$ cat src/rtl/memory_controller.sv
// -----------------------------------------------------------------------------
// memory_controller
//
// Load/store bus sequencer between the CPU execute stage and external memory.
// When it sees an LDR or STR opcode in IDLE it latches the address (and the
// store data), drives the memory bus for WAIT_CYCLES cycles, then signals
// completion. A load also returns the read word to the register file together
// with a one-cycle write-select pulse.
//
// Every output comes straight from a flop, so there is no combinational path
// from an input to an output.
//
// Parameters:
//   LDR_OPCODE   opcode that starts a load
//   STR_OPCODE   opcode that starts a store
//   WAIT_CYCLES  cycles the address stays on the bus before completion (1..15)
//
// Ports:
//   clk               in   system clock, rising edge
//   rst_n             in   asynchronous active-low reset
//   Opcode[3:0]       in   current instruction opcode from decode
//   Address[31:0]     in   effective memory address
//   Data[31:0]        in   store data
//   MemDataIn[31:0]   in   read data returned by memory
//   LDRSel            out  one-cycle destination register write select (loads)
//   AddressBusSel     out  high while the controller owns the address bus
//   RW                out  1 = read, 0 = write
//   LDRDataToDestReg  out  loaded word destined for the register file
//   AddressBus[31:0]  out  address driven to memory
//   DataBus[31:0]     out  write data driven to memory
//   Busy              out  high whenever the controller is not in IDLE
//   Done              out  one-cycle pulse when any access completes
// -----------------------------------------------------------------------------
module memory_controller #(
   parameter logic [3:0]  LDR_OPCODE  = 4'b1101,
   parameter logic [3:0]  STR_OPCODE  = 4'b1100,
   parameter int unsigned WAIT_CYCLES = 1
) (
   input  logic        clk,
   input  logic        rst_n,
   input  logic [3:0]  Opcode,
   input  logic [31:0] Address,
   input  logic [31:0] Data,
   input  logic [31:0] MemDataIn,
   output logic        LDRSel,
   output logic        AddressBusSel,
   output logic        RW,
   output logic [31:0] LDRDataToDestReg,
   output logic [31:0] AddressBus,
   output logic [31:0] DataBus,
   output logic        Busy,
   output logic        Done
);

   typedef enum logic [1:0] {
      IDLE     = 2'd0,
      ACCESS   = 2'd1,
      COMPLETE = 2'd2
   } state_t;

   // The counter starts at WAIT_CYCLES-1 and the access finishes on the edge
   // where it is already zero, so the bus is held for exactly WAIT_CYCLES edges.
   localparam logic [3:0] CNT_INIT = 4'(WAIT_CYCLES - 1);

   state_t      state_q, state_d;
   logic        is_load_q, is_load_d;
   logic [3:0]  cnt_q, cnt_d;
   logic        ldr_sel_q, ldr_sel_d;
   logic        addr_sel_q, addr_sel_d;
   logic        rw_q, rw_d;
   logic [31:0] ldr_data_q, ldr_data_d;
   logic [31:0] addr_bus_q, addr_bus_d;
   logic [31:0] data_bus_q, data_bus_d;
   logic        busy_q, busy_d;
   logic        done_q, done_d;

   always_comb begin
      // NOTE: every signal gets a hold value first, so no path through the
      // case statement can leave one unassigned and infer a latch.
      state_d    = state_q;
      is_load_d  = is_load_q;
      cnt_d      = cnt_q;
      ldr_sel_d  = ldr_sel_q;
      addr_sel_d = addr_sel_q;
      rw_d       = rw_q;
      ldr_data_d = ldr_data_q;
      addr_bus_d = addr_bus_q;
      data_bus_d = data_bus_q;
      busy_d     = busy_q;
      done_d     = done_q;

      unique case (state_q)
         IDLE: begin
            ldr_sel_d  = 1'b0;
            done_d     = 1'b0;
            addr_sel_d = 1'b0;
            rw_d       = 1'b1;
            addr_bus_d = '0;
            data_bus_d = '0;
            busy_d     = 1'b0;
            cnt_d      = '0;
            if (Opcode == LDR_OPCODE) begin
               state_d    = ACCESS;
               is_load_d  = 1'b1;
               addr_sel_d = 1'b1;
               addr_bus_d = Address;
               rw_d       = 1'b1;
               data_bus_d = '0;
               busy_d     = 1'b1;
               cnt_d      = CNT_INIT;
            end else if (Opcode == STR_OPCODE) begin
               state_d    = ACCESS;
               is_load_d  = 1'b0;
               addr_sel_d = 1'b1;
               addr_bus_d = Address;
               rw_d       = 1'b0;
               data_bus_d = Data;
               busy_d     = 1'b1;
               cnt_d      = CNT_INIT;
            end
         end

         // Bus outputs simply hold; Opcode, Address and Data are not looked at.
         ACCESS: begin
            if (cnt_q != 4'd0) begin
               cnt_d = cnt_q - 4'd1;
            end else begin
               if (is_load_q) begin
                  ldr_data_d = MemDataIn;
                  ldr_sel_d  = 1'b1;
               end
               done_d     = 1'b1;
               addr_sel_d = 1'b0;
               addr_bus_d = '0;
               data_bus_d = '0;
               rw_d       = 1'b1;
               state_d    = COMPLETE;
            end
         end

         // One-cycle pulse phase; a held opcode is picked up again from IDLE.
         COMPLETE: begin
            ldr_sel_d = 1'b0;
            done_d    = 1'b0;
            busy_d    = 1'b0;
            state_d   = IDLE;
         end

         default: begin
            state_d = IDLE;
         end
      endcase
   end

   always_ff @(posedge clk or negedge rst_n) begin
      // NOTE: state flops use non-blocking assignments so that every flop
      // samples the pre-edge values, regardless of statement order.
      if (!rst_n) begin
         state_q    <= IDLE;
         is_load_q  <= 1'b0;
         cnt_q      <= '0;
         ldr_sel_q  <= 1'b0;
         addr_sel_q <= 1'b0;
         rw_q       <= 1'b1;
         ldr_data_q <= '0;
         addr_bus_q <= '0;
         data_bus_q <= '0;
         busy_q     <= 1'b0;
         done_q     <= 1'b0;
      end else begin
         state_q    <= state_d;
         is_load_q  <= is_load_d;
         cnt_q      <= cnt_d;
         ldr_sel_q  <= ldr_sel_d;
         addr_sel_q <= addr_sel_d;
         rw_q       <= rw_d;
         ldr_data_q <= ldr_data_d;
         addr_bus_q <= addr_bus_d;
         data_bus_q <= data_bus_d;
         busy_q     <= busy_d;
         done_q     <= done_d;
      end
   end

   assign LDRSel           = ldr_sel_q;
   assign AddressBusSel    = addr_sel_q;
   assign RW               = rw_q;
   assign LDRDataToDestReg = ldr_data_q;
   assign AddressBus       = addr_bus_q;
   assign DataBus          = data_bus_q;
   assign Busy             = busy_q;
   assign Done             = done_q;

endmodule

$ cat config.mk
export PLATFORM = sky130hd
export DESIGN_NAME = memory_controller
export DESIGN_NICKNAME = d
export VERILOG_FILES = /design/src/rtl/memory_controller.sv
export SDC_FILE = /design/constraint.sdc
export NUM_CORES = 1
export LEC_CHECK = 0
export ABC_CLOCK_PERIOD_IN_PS = 2960
export BUFFER_PORTS_ARGS = -buffer_cell sky130_fd_sc_hd__buf_2
export CAP_MARGIN = 10
export CORE_ASPECT_RATIO = 1.25
export CORE_UTILIZATION = 40
export DETAILED_ROUTE_END_ITERATION = 10
export PLACE_DENSITY = 0.72
export SYNTH_ARGS = -nofsm -noshare
export SYNTH_HDL_FRONTEND = slang
export SYNTH_SLANG_ARGS = --single-unit
$ cat constraint.sdc
create_clock -name clk -period 2.96 [get_ports clk]
set_clock_uncertainty 0.1 [all_clocks]
set_input_delay 0.592 -clock clk [delete_from_list [all_inputs] [get_ports clk]]
set_output_delay 0.592 -clock clk [all_outputs]
set_load 0.1 [all_outputs]
# After elaboration in Yosys (flattened, before gate mapping)
# Index checks and enable logic that the tools add are counted.
dict set report totals {
  regBits 108
  latchBits 0
  mem_bits_rw 0
  romBits 0
  in_bits 102
  output_inout_bits 101
  wordCells 63
  n_memories 0
}
dict set report classes {
  add_sub_neg 1
  mul 0
  n_div 0
  n_lt_le_gt_ge 0
  n_eq_ne 8
  shift 0
  n_mux 28
  n_bitwise 1
  reduce_logical 14
}
# operator n
set op_table {}
lappend op_table {{32-bit two-way mux} 5}
lappend op_table {{32-bit one-hot mux with 2 select lines} 2}
lappend op_table {{1-bit two-way mux} 10}
lappend op_table {{1-bit one-hot mux with 2 select lines} 5}
lappend op_table {{2-bit AND reduction} 5}
lappend op_table {{4-bit == test, second input constant} 2}
lappend op_table {{4-bit one-hot mux with 2 select lines} 1}
lappend op_table {{2-bit nonzero test} 4}
lappend op_table {{2-bit two-way mux} 3}
lappend op_table {{2-bit inequality test, second input constant} 3}
lappend op_table {{3-bit AND reduction} 2}
lappend op_table {{4-bit two-way mux} 1}
lappend op_table {{2-bit one-hot mux with 2 select lines} 1}
lappend op_table {{4-bit nonzero test} 1}
lappend op_table {{4-bit by 1-bit subtractor with 4-bit output, second input constant} 1}
lappend op_table {{3-bit inequality test, second input constant} 1}
lappend op_table {{2-bit by 1-bit == test with 1-bit output, second input constant} 1}
lappend op_table {{2-bit == test, second input constant} 1}
lappend op_table {{2-bit zero test} 1}
lappend op_table {{2-bit OR reduction} 1}
lappend op_table {{1-bit inverter} 1}

# Depth between registers and ports, before layout
# Gate-level depths: netlist (run 1).
dict set report depth {
  word_depth 4
  ltp_mapped 7
}

# Worst setup path before layout (run 1)
# OpenSTA, ideal clock, no wires.
dict set report synth_timing {
  path_type {reg2reg}
  startpoint {register cnt_q[0]}
  endpoint {register ldr_data_q[10], in the netlist LDRDataToDestReg[10]}
  setup_time_ns 0.125
  arrival_time_ns 1.723
  t_required_ns 2.735
  path_slack_ns 1.011
  stages_incl_launch_ff 8
  period_less_slack_ns 1.949
  cell_sequence {dfrtp_1 inv_1 ha_1 nor3b_1 and3_1 buf_4 buf_6 mux2_2}
}
dict set report synth_between {
  elab_chain_cells 3
}
# element line
set synth_lines {}
lappend synth_lines {{from (decl)} 67} ;# logic [3:0] cnt_q, cnt_d;
lappend synth_lines {{from (signal assigned)} 173} ;# cnt_q <= cnt_d;
lappend synth_lines {{4-bit nonzero test} 125} ;# if (cnt_q != 4'd0) begin
lappend synth_lines {{1-bit inverter (no line)} n/a}
lappend synth_lines {{3-bit AND reduction (no line)} n/a}
lappend synth_lines {{to (signal assigned)} 177} ;# ldr_data_q <= ldr_data_d;
lappend synth_lines {{to (decl)} 71} ;# logic [31:0] ldr_data_q, ldr_data_d;
# Every way passes these cells.
# A chain may end at the register's enable or synchronous reset.

# Worst setup path after layout (run 1)
dict set report layout_timing {
  startpoint {register cnt_q[0]}
  endpoint {register ldr_data_q[20], in the netlist LDRDataToDestReg[20]}
}
# Same word-level chain as after synthesis.

==> metrics.txt, run 1 <==
status=complete, no violations; clk buf depth=2; Final Max Tran Viols=0; power consumption=slightly below 5 mW; CTS tree=done; CP Class=flop to flop; Worst Setup End Kind=flop; Sink Count=108; main combinational cell family by area after synthesis=compound AO/OA/AOI/OAI gates; Final Wtd Congestion=0.7222; all-layer global routing usage=17.36%; DRT Wirelength=8799 um; Via density=around 5.0; setup TNS=0 ps; #FFs+latches synth=~110; H-tree depth=3; EDFF count, synth=0; Post-Synth Adder-Cell Area=0.6196%; RSZ-0062 raised after global routing=no; DR iter-0 viols=155; die height=around 110 um; initial antenna violation count=0; Ys Warns=0; # port buffers=202; Detail Placement HPWL=~6300 um; slowest stage delay, CP=410 ps; average wire per standard cell=14.89 um; mux cell area share after synthesis=9.449%; Worst Tran Pin Value=between 600 and 700 ps; vias in the first global route=roughly 2900; worst hold path class=input port to async pin; CORE AREA=0.009709 mm2; Worst VDD drop=0.0004603 V; num rows=40; Netlist cell types=29; Die Span X=91.88 um; fmax=439.1 MHz; data arrival time of the critical path=roughly 2400 ps; Commonest cells post-synth=dfrtp_1 (107), a22o_1 (64), mux2_2 (33); # hold bufs at CTS=0; fraction of registers with async set/reset=100.0%; Synth Instances=260; post-synth top area cell=dfrtp_1; diode count=0; Worst Setup Start Kind=flop; total CTS buffers=9; Simple-Gate Fraction of Synth Area=3.067%; Initial DRT Pass Iterations=4; post-synthesis sequential area ratio=roughly 67%; clock root cell=clkbuf_16; DR DRC count=0; post-route ant nets=0; final worst path period share=76.93%; maximum capacitance violations=0; power density cells=918.4 mW/mm2; pin count of the biggest net entering global routing=67; Fin. Hold Viols=0; top cell type's share of synthesized area=66.29%; leak pwr=around 3 nW; Setup-failing EPs final=0; first-pass GRT wire length=approximately 14000 um; Synth Net Count=364; Avg Inst Size Synth=15.53 um2; share of cells above drive strength 1=55.91%; CP max-delay cell=dfrtp_1; Ports=approximately 200; total die area=approximately 0.011 mm2; Crit Path Max Fanout=33; post-CTS setup buffer count=0; Relative slew margins=55.17%; GRT overflow=0; area grow syn2layout=34.05%; Top FF cell, synth=dfrtp_1; latest clock arrival within the worst-skew pair=330 ps; top-count cell post-synth=dfrtp_1; CTS clk-pin slew, worst paths=70 ps; Compound-Gate Fraction of Synth Area=16.05%; chain of cells forming the critical path=inv_1 > ha_1 > nor3b_1 > and3_1 > buf_4 > mux2_2; initial core utilization=41.60%; Synth area leaders=dfrtp_1 (66%), a22o_1 (14%), mux2_2 (9.2%), buf_6 (2.2%), buf_2 (0.99%); post_cts resized=0; min Tclk post-route=2277 ps; routed via count=2956; Post-Synth XOR/XNOR Area=0%; mapped cell area=around 0.0040 mm2; nets@finish=564; Req. time, crit path=3080 ps
-- cells in the final DEF (no fill, tap or decap), drive strengths merged, types with 2 or more instances in the layout --
cell type,Yosys,final
mux2,33,33
nand2,2,2
dfrtp,107,107
clkinv,0,4
nor2,2,2
and3,2,2
ha,2,2
a21oi,3,3
inv,3,4
o21ai,3,3
clkbuf,2,10
nor2b,2,2
a22o,64,64
nand2b,2,2
a21o,4,4
buf,17,208
-- kinds of logic (layout without fill, tap and decap cells) --
group / count (synthesis) / in the layout
fa+ha+maj: 2 / 2
mux: 34 / 34
flops: 108 / 108
compound gates: 77 / 77
simple gates: 17 / 17
buf+inv: 22 / 227
-- worst paths after layout --
path                                 startpoint                          endpoint  slack (ps)  depth (start not counted)
max                        cnt_q[0]$_DFFE_PN0P_  LDRDataToDestReg[20]$_DFFE_PN0P_         680                          6
min in group clk                 RW$_DFFE_PN1P_                    RW$_DFFE_PN1P_         360                          2
min reg2reg                      RW$_DFFE_PN1P_                    RW$_DFFE_PN1P_         360                          2
min                                       rst_n  LDRDataToDestReg[19]$_DFFE_PN0P_         170                          1
max in group asynchronous                 rst_n                    RW$_DFFE_PN1P_        1850                          2
max reg2reg                cnt_q[0]$_DFFE_PN0P_  LDRDataToDestReg[20]$_DFFE_PN0P_         680                          6
-- metrics by stage --
step / worst slack, ps / cells / utilization (%) / area, um2 / hold WS [ps]
CTS: 641.0 / 590 / 55.55 / 5394 / 203.4
global route: 514.1 / 591 / 55.76 / 5414 / 231.8
finish: 682.9 / 591 / 55.76 / 5414 / 170.8
global placement: 726.1 / 574 / 52.78 / 5125 / 349.2
floorplan: 1011 / 260 / - / 4039 / 196.4
detailed placement: 650.2 / 574 / 52.78 / 5125 / 352.8
-- registers in the layout, indices dropped and copies added, names as in the netlist --
name / cells
LDRSel: 1
RW: 1
AddressBusSel: 1
LDRDataToDestReg: 32
DataBus: 32
cnt_q: 4
Busy: 1
AddressBus: 32
Done: 1
state_q: 2
is_load_q: 1
-- area by class of cell --
type / instances / area (um2)
Fill cell: 826 / 4295
Inverter: 3 / 11.26
Clock buffer: 10 / 229.0
Multi-Input combinational cell: 130 / 1189
Tap cell: 126 / 157.7
Clock inverter: 6 / 40.04
Timing Repair Buffer: 208 / 1084
Sequential cell: 108 / 2704
-- routing by layer --
metal  GRT usage [%]  routed length (um)
met3           3.652                 597
met4           8.542                 173
met1           22.88                3828
met2           27.36                4200
met5               0                   0
-- worst max-delay path: cells and delay by family, from the launching register on --
kind          cells  cell delay (ps)
flops             1              410
buf+inv           2              460
mux               1              380
simple gates      2              640
fa+ha+maj         1              150
-- power breakdown --
part | leakage, nW | switching (mW) | internal [mW]
Clock | 0.133 | 0.502 | 0.570
Sequential | 1.43 | 0.0983 | 1.69
Combinational | 1.44 | 1.77 | 0.348
(Power assumes the default switching activity.)
==> run 2, diff against run 1 <==
--- a/config.mk
+++ b/config.mk
@@ -5,7 +5,7 @@
 export SDC_FILE = /design/constraint.sdc
 export NUM_CORES = 1
 export LEC_CHECK = 0
-export ABC_CLOCK_PERIOD_IN_PS = 2960
+export ABC_CLOCK_PERIOD_IN_PS = 2300
 export BUFFER_PORTS_ARGS = -buffer_cell sky130_fd_sc_hd__buf_2
 export CAP_MARGIN = 10
 export CORE_ASPECT_RATIO = 1.25
==> constraint.sdc (replaced) <==
create_clock -name clk -period 2.3 [get_ports clk]
set_clock_uncertainty 0.1 [all_clocks]
set_input_delay 0.46 -clock clk [delete_from_list [all_inputs] [get_ports clk]]
set_output_delay 0.46 -clock clk [all_outputs]
set_load 0.1 [all_outputs]
==> run 2 against run 1 <==
Non-clock buffer count rose by 2. Total power rose by 29%. Register-to-register slack worse by 550 ps. Final cell count unchanged. Largest cell class unchanged.
==> metrics.txt, run 2 (synthesis gave the netlist of run 1 again) <==
CP Class=flop to flop; H-tree depth=3 (unchanged); power density cells=1178 mW/mm2 (+28%); Final Max Tran Viols=0 (unchanged); worst setup path start=cnt_q[1]$_DFFE_PN0P_; CORE AREA=0.009709 mm2 (unchanged); Worst VDD drop=0.0005460 V (+19%); clock root cell=clkbuf_16; Fill cells=827 (+0.12%); WP buf/inv=2 (unchanged); Die Span X=91.88 um (unchanged); routed via count=2945 (-0.37%); final worst path period share=94.31% (+17 points); initial core utilization=41.60% (unchanged); num rows=40 (unchanged); hold path cells=2; power consumption=6.402 mW (+29%); most common cell after layout, fill and taps aside=buf_2; vias in the first global route=2916 (+0.73%); Detail Placement HPWL=6404 um (+2.0%); setup TNS=0 ps (unchanged); DRT Wirelength=8865 um (+0.75%); fraction of power consumed by sequential logic=36.0% (about the same); chain of cells forming the critical path=inv_1 > ha_1 > nor3b_1 > and3_1 > buf_12 > mux2_2; Clock power frac=21.3% (-0.3 points); DR DRC count=0 (unchanged); Initial DRT Pass Iterations=4 (unchanged); first-pass GRT wire length=14150 um (+0.44%); # hold bufs at CTS=1 (+1); combinational share of power=42.7% (about the same); min Tclk post-route=2169 ps (-108.0 ps); fmax=461.0 MHz (+5.0%); share of cells above drive strength 1=55.48% (-0.43 points); Worst Tran Pin Value=500.9 ps (-171.5 ps); Ports=203 (unchanged); Fin Hold WS=238.5 ps (+67.75 ps); WHS Endpoint=DataBus[30]$_DFFE_PN0P_; Req. time, crit path=2420 ps (-660 ps); GRT overflow=0 (unchanged); pin count of the biggest net entering global routing=55 (-18%); initial antenna violation count=0 (unchanged); FF-to-FF Start=cnt_q[1]$_DFFE_PN0P_; clk buf depth=2 (unchanged); total CTS buffers=9 (unchanged); CP max-delay cell=nor3b_1; latest clock arrival within the worst-skew pair=330 ps (about the same); leak pwr=3.014 nW (+0.19%); Final Wtd Congestion=0.7424 (+2.8%); DR iter-0 viols=131 (-15%); RSZ-0062 raised after global routing=no; most frequent cells in the layout=buf_2 (201), dfrtp_1 (107), a22o_1 (64); post-route ant nets=0 (unchanged); Sink Count=108 (unchanged); worst hold path class=input port to flop; FF/Latch Area=0.002704 mm2 (unchanged); Reg2Reg Depth=6 (unchanged); maximum capacitance violations=0 (unchanged); Pint=3.374 mW (+30%); status=complete, no violations; die height=114.3 um (unchanged); CTS tree=done; CTS clk-pin slew, worst paths=70 ps (about the same); area grow syn2layout=34.54%; Via density=4.983 (-0.37%); slowest stage delay, CP=420 ps (about the same); diode count=0 (unchanged); Fin. Hold Viols=0 (unchanged); HP Start=Data[30]; Setup-failing EPs final=0 (unchanged); Reg-to-Reg End=LDRDataToDestReg[17]$_DFFE_PN0P_; post-CTS setup buffer count=0 (unchanged); all-layer global routing usage=17.26% (-0.11 points); average wire per standard cell=15.00 um (+0.75%); data arrival time of the critical path=2290 ps (-100 ps); flop2flop setup slack=130 ps (-550 ps); Worst Setup Start Kind=flop; CP delay by family, top=simple AND/OR/NAND/NOR gates; Relative slew margins=66.84% (+12 points); total die area=0.01051 mm2 (unchanged); NetSw=3.028 mW (+28%); # port buffers=202 (unchanged); Worst Setup End Kind=flop; Crit Path Max Fanout=33 (unchanged); post_cts resized=0 (unchanged); net switching fraction of the power=47.30% (-0.32 points); multi-input logic area=0.001189 mm2 (unchanged); nets@finish=566 (+0.35%)
run 2: layout make-up:
type	instances	area share, %
Sequential cell	108	49.76
Inverter	3	0.2072
Multi-Input combinational cell	130	21.87
Timing Repair Buffer	210	20.49
Clock inverter	2	0.2303
Clock buffer	12	4.536
Tap cell	126	2.901
run 2: how the worst max path moves through the flow:
stage,to,cells after the start
after floorplan,LDRDataToDestReg[10]$_DFFE_PN0P_,7
after CTS,LDRDataToDestReg[0]$_DFFE_PN0P_,6
after global placement,LDRDataToDestReg[13]$_DFFE_PN0P_,6
final,LDRDataToDestReg[17]$_DFFE_PN0P_,6
after global routing,LDRDataToDestReg[16]$_DFFE_PN0P_,6
after detailed placement,LDRDataToDestReg[17]$_DFFE_PN0P_,6
run 2: per-layer routing:
metal	wire, um	GRT usage (%)
met1	3820	22.68
met2	4292	27.76
met3	622	3.320
met4	129	7.917
met5	0	0
run 2: metrics by stage:
stage | std cells | instance area (um2) | utilization [%] | worst slack (ps)
5_1_grt | 591 | 5434 | 55.97 | 34.21
6_report | 591 | 5434 | 55.97 | 130.9
3_3_place_gp | 576 | 5165 | 53.20 | 264.9
2_1_floorplan | 260 | 4039 | - | 351.1
3_5_place_dp | 576 | 5165 | 53.20 | 178.0
4_1_cts | 591 | 5434 | 55.97 | 166.4
run 2: worst register-to-register path, cell delays in order, from the launching register on:
cell	delay, ps
dfrtp_1	410
inv_1	100
ha_1	150
nor3b_1	420
and3_1	290
buf_12	210
mux2_2	380
run 2: power groups by stage:
stage | combinational, mW | clock, mW | sequential, mW
floorplan | 0.295 | 0 | 4.30
CTS | 2.75 | 1.41 | 2.31
detailed placement | 2.75 | 0 | 2.35
global route | 2.81 | 1.50 | 2.34
global placement | 2.72 | 0 | 2.33
finish | 2.73 | 1.36 | 2.31
==> run 3, diff against run 2 <==
--- a/config.mk
+++ b/config.mk
@@ -5,13 +5,14 @@
 export SDC_FILE = /design/constraint.sdc
 export NUM_CORES = 1
 export LEC_CHECK = 0
+export ABC_AREA = 1
 export ABC_CLOCK_PERIOD_IN_PS = 2300
 export BUFFER_PORTS_ARGS = -buffer_cell sky130_fd_sc_hd__buf_2
 export CAP_MARGIN = 10
 export CORE_ASPECT_RATIO = 1.25
 export CORE_UTILIZATION = 40
 export DETAILED_ROUTE_END_ITERATION = 10
-export PLACE_DENSITY = 0.72
+export PLACE_DENSITY = 0.7
 export SYNTH_ARGS = -nofsm -noshare
 export SYNTH_HDL_FRONTEND = slang
 export SYNTH_SLANG_ARGS = --single-unit
==> run 3 against run 2 <==
Wire length up 30%. Fmax increased by 17%. Combinational power is 5% lower. Critical path type unchanged.
==> metrics.txt, run 3 <==
Worst Setup Start Kind=flop; #FFs+latches synth=108 (unchanged); Worst VDD drop=0.0004924 V (-9.8%); post-synth top area cell=dfrtp_1; CTS clk-pin slew, worst paths=70 ps (about the same); Initial DRT Pass Iterations=4 (unchanged); total die area=0.01167 mm2 (+11%); Relative slew margins=21.63% (-45 points); Synth Net Count=603 (+66%); post-layout util=55.11% (-0.86 points); CP max-delay cell=inv_2; EDFF count, synth=0 (unchanged); Sink Count=108 (unchanged); fraction of registers with async set/reset=100.0% (unchanged); CORE AREA=0.01077 mm2 (+11%); top cell type's share of synthesized area=59.56% (-6.7 points); Synth area leaders=dfrtp_1 (60%), nand3_1 (14%), nand2_1 (13%), nand4_1 (5.4%), clkbuf_1 (2.4%); initial antenna violation count=1 (+1); RSZ-0062 raised after global routing=no; mapped cell area=0.004496 mm2 (+11%); Commonest cells post-synth=nand2_1 (156), nand3_1 (129), dfrtp_1 (107); Setup-failing EPs final=0 (unchanged); post-route ant nets=0 (unchanged); area grow syn2layout=32.06%; leak pwr=3.525 nW (+17%); Final Max Tran Viols=0 (unchanged); Routed met1 length=4954 um (+30%); dpl ws=469.8 ps (+291.9 ps); slowest stage delay, CP=810 ps (+390 ps); post-synthesis sequential area ratio=60.14% (-6.8 points); status=complete, no violations; all-layer global routing usage=19.83% (+2.6 points); Reg2Reg Depth=4 (-2); Avg Inst Size Synth=9.009 um2 (-42%); initial core utilization=41.73% (+0.13 points); Die Span X=96.82 um (+5.4%); Clock power frac=25.2% (+3.9 points); DR iter-0 viols=205 (+56%); final worst setup slack=445.5 ps (+314.6 ps); H-tree depth=3 (unchanged); average wire per standard cell=14.02 um (-6.5%); Reg-to-Reg End=AddressBus[15]$_DFFE_PN0P_; vias in the first global route=3991 (+37%); power consumption=6.518 mW (+1.8%); Req. time, crit path=2470 ps (+50 ps); die height=120.5 um (+5.4%); DRT Wirelength=11500 um (+30%); routed via count=4196 (+42%); min Tclk post-route=1855 ps (-314.6 ps); CP Class=flop to flop; pin count of the biggest net entering global routing=109 (+98%); CTS tree=done; met2 WL post-DR=5609 um (+31%); clock root cell=clkbuf_16; Highest Signal Layer=met5; Netlist cell types=19 (-34%); top-count cell post-synth=nand2_1; fmax=539.2 MHz (+17%); Fin. Hold Viols=0 (unchanged); combinational share of power=39.9% (-2.8 points); # hold bufs at CTS=0 (-1); most common cell after layout, fill and taps aside=buf_2; fraction of power consumed by sequential logic=34.9% (-1.1 points); Worst Setup End Kind=flop; post_cts resized=0 (unchanged); power density cells=1098 mW/mm2 (-6.8%); data arrival time of the critical path=2030 ps (-260 ps); worst hold path class=input port to async pin; maximum capacitance violations=0 (unchanged); Worst Tran Pin Value=1175 ps (+674.6 ps); DR DRC count=0 (unchanged); Fill cells=995 (+20%); Ports=203 (unchanged); Crit Path Max Fanout=70 (+110%); first-pass GRT wire length=18860 um (+33%); post-CTS setup buffer count=0 (unchanged); chain of cells forming the critical path=nor2_4 > inv_2 > nand3_1 > nand2_1; NetSw=3.042 mW (+0.47%); Detail Placement HPWL=7770 um (+21%); setup TNS=0 ps (unchanged); Ys Warns=0 (unchanged); num rows=42 (+5.0%); FF-to-FF Start=state_q[0]$_DFFE_PN0P_; Final Wtd Congestion=0.7719 (+4.0%); dpl cell area=0.005619 mm2 (+8.8%); Synth Instances=499 (+92%); share of cells above drive strength 1=34.30% (-21 points); Design Area, Final=0.005937 mm2 (+9.3%); Pint=3.476 mW (+3.0%); GRT overflow=0 (unchanged); latest clock arrival within the worst-skew pair=340 ps (about the same); net switching fraction of the power=46.68% (-0.62 points); flop2flop setup slack=450 ps (+310 ps); met3 WL post-DR=821 um (+32%); Via density=5.117 (+2.7%); nets@finish=787 (+39%); most frequent cells in the layout=buf_2 (201), nand2_1 (156), nand3_1 (129); # port buffers=202 (unchanged); final worst path period share=80.63% (-14 points); diode count=0 (unchanged); Top FF cell, synth=dfrtp_1; total CTS buffers=9 (unchanged); clk buf depth=2 (unchanged)
==> run 3: worst max path at each step <==
| stage | startpoint | to | slack, ps | cells past startpoint |
|---|---|---|---|---|
| after floorplan | cnt_q[0]$_DFFE_PN0P_ | LDRDataToDestReg[10]$_DFFE_PN0P_ | 610 | 8 |
| after global placement | state_q[0]$_DFFE_PN0P_ | RW$_DFFE_PN1P_ | 510 | 5 |
| after detailed placement | state_q[0]$_DFFE_PN0P_ | RW$_DFFE_PN1P_ | 470 | 4 |
| after CTS | RW$_DFFE_PN1P_ | RW | 420 | 1 |
| after global routing | state_q[0]$_DFFE_PN0P_ | AddressBus[4]$_DFFE_PN0P_ | 230 | 4 |
| final | state_q[0]$_DFFE_PN0P_ | AddressBus[15]$_DFFE_PN0P_ | 450 | 4 |
==> run 3: logic make-up (layout without fill, tap and decap cells) <==
group | count (synthesis) | after routing | share of synthesized area (%)
AND/OR/NAND/NOR | 334 | 334 | 34.01
AO/OA/AOI/OAI | 4 | 4 | 0.4453
flip-flops | 108 | 108 | 60.14
XOR/XNOR | 1 | 1 | 0.1949
adder cells (fa/ha/maj) | 2 | 2 | 0.5565
buffers and inverters | 50 | 239 | 4.648
==> run 3: critical path, delay by kind of cell, from the launching register on <==
family,cells,cell delay (ps)
buffers and inverters,1,810
flip-flops,1,480
AND/OR/NAND/NOR,3,340
==> run 3: area by class of cell <==
cell class | instances | area [um2] | share of cell area [%]
Tap cell | 132 | 165.2 | 2.782
Timing Repair Buffer | 212 | 1114 | 18.76
Multi-Input combinational cell | 341 | 1595 | 26.87
Sequential cell | 108 | 2704 | 45.54
Clock inverter | 5 | 75.07 | 1.264
Inverter | 11 | 41.29 | 0.6955
Clock buffer | 11 | 242.7 | 4.089
==> run 3: power groups by stage <==
stage          registers (mW)  clock network (mW)  logic, mW
2_1_floorplan            4.12                   0      0.312
3_3_place_gp             2.30                   0       2.61
3_5_place_dp             2.31                   0       2.62
4_1_cts                  2.28                1.68       2.62
5_1_grt                  2.30                1.76       2.71
6_report                 2.28                1.64       2.60
==> run 3: per-stage QoR <==
stage	hold WS (ps)	cells
after floorplan	64.41	499
after global placement	349.7	804
after detailed placement	353.3	804
after CTS	113.7	820
after global routing	118.9	820
final	63.00	820
==> run 3: per-layer routing <==
| metal | global-route usage, % | up-vias |
|---|---|---|
| met1 | 25.79 | 1976 |
| li1 | - | 2044 |
| met2 | 32.26 | 164 |
| met5 | 0 | - |
| met4 | 5.224 | 2 |
| met3 | 6.069 | 10 |
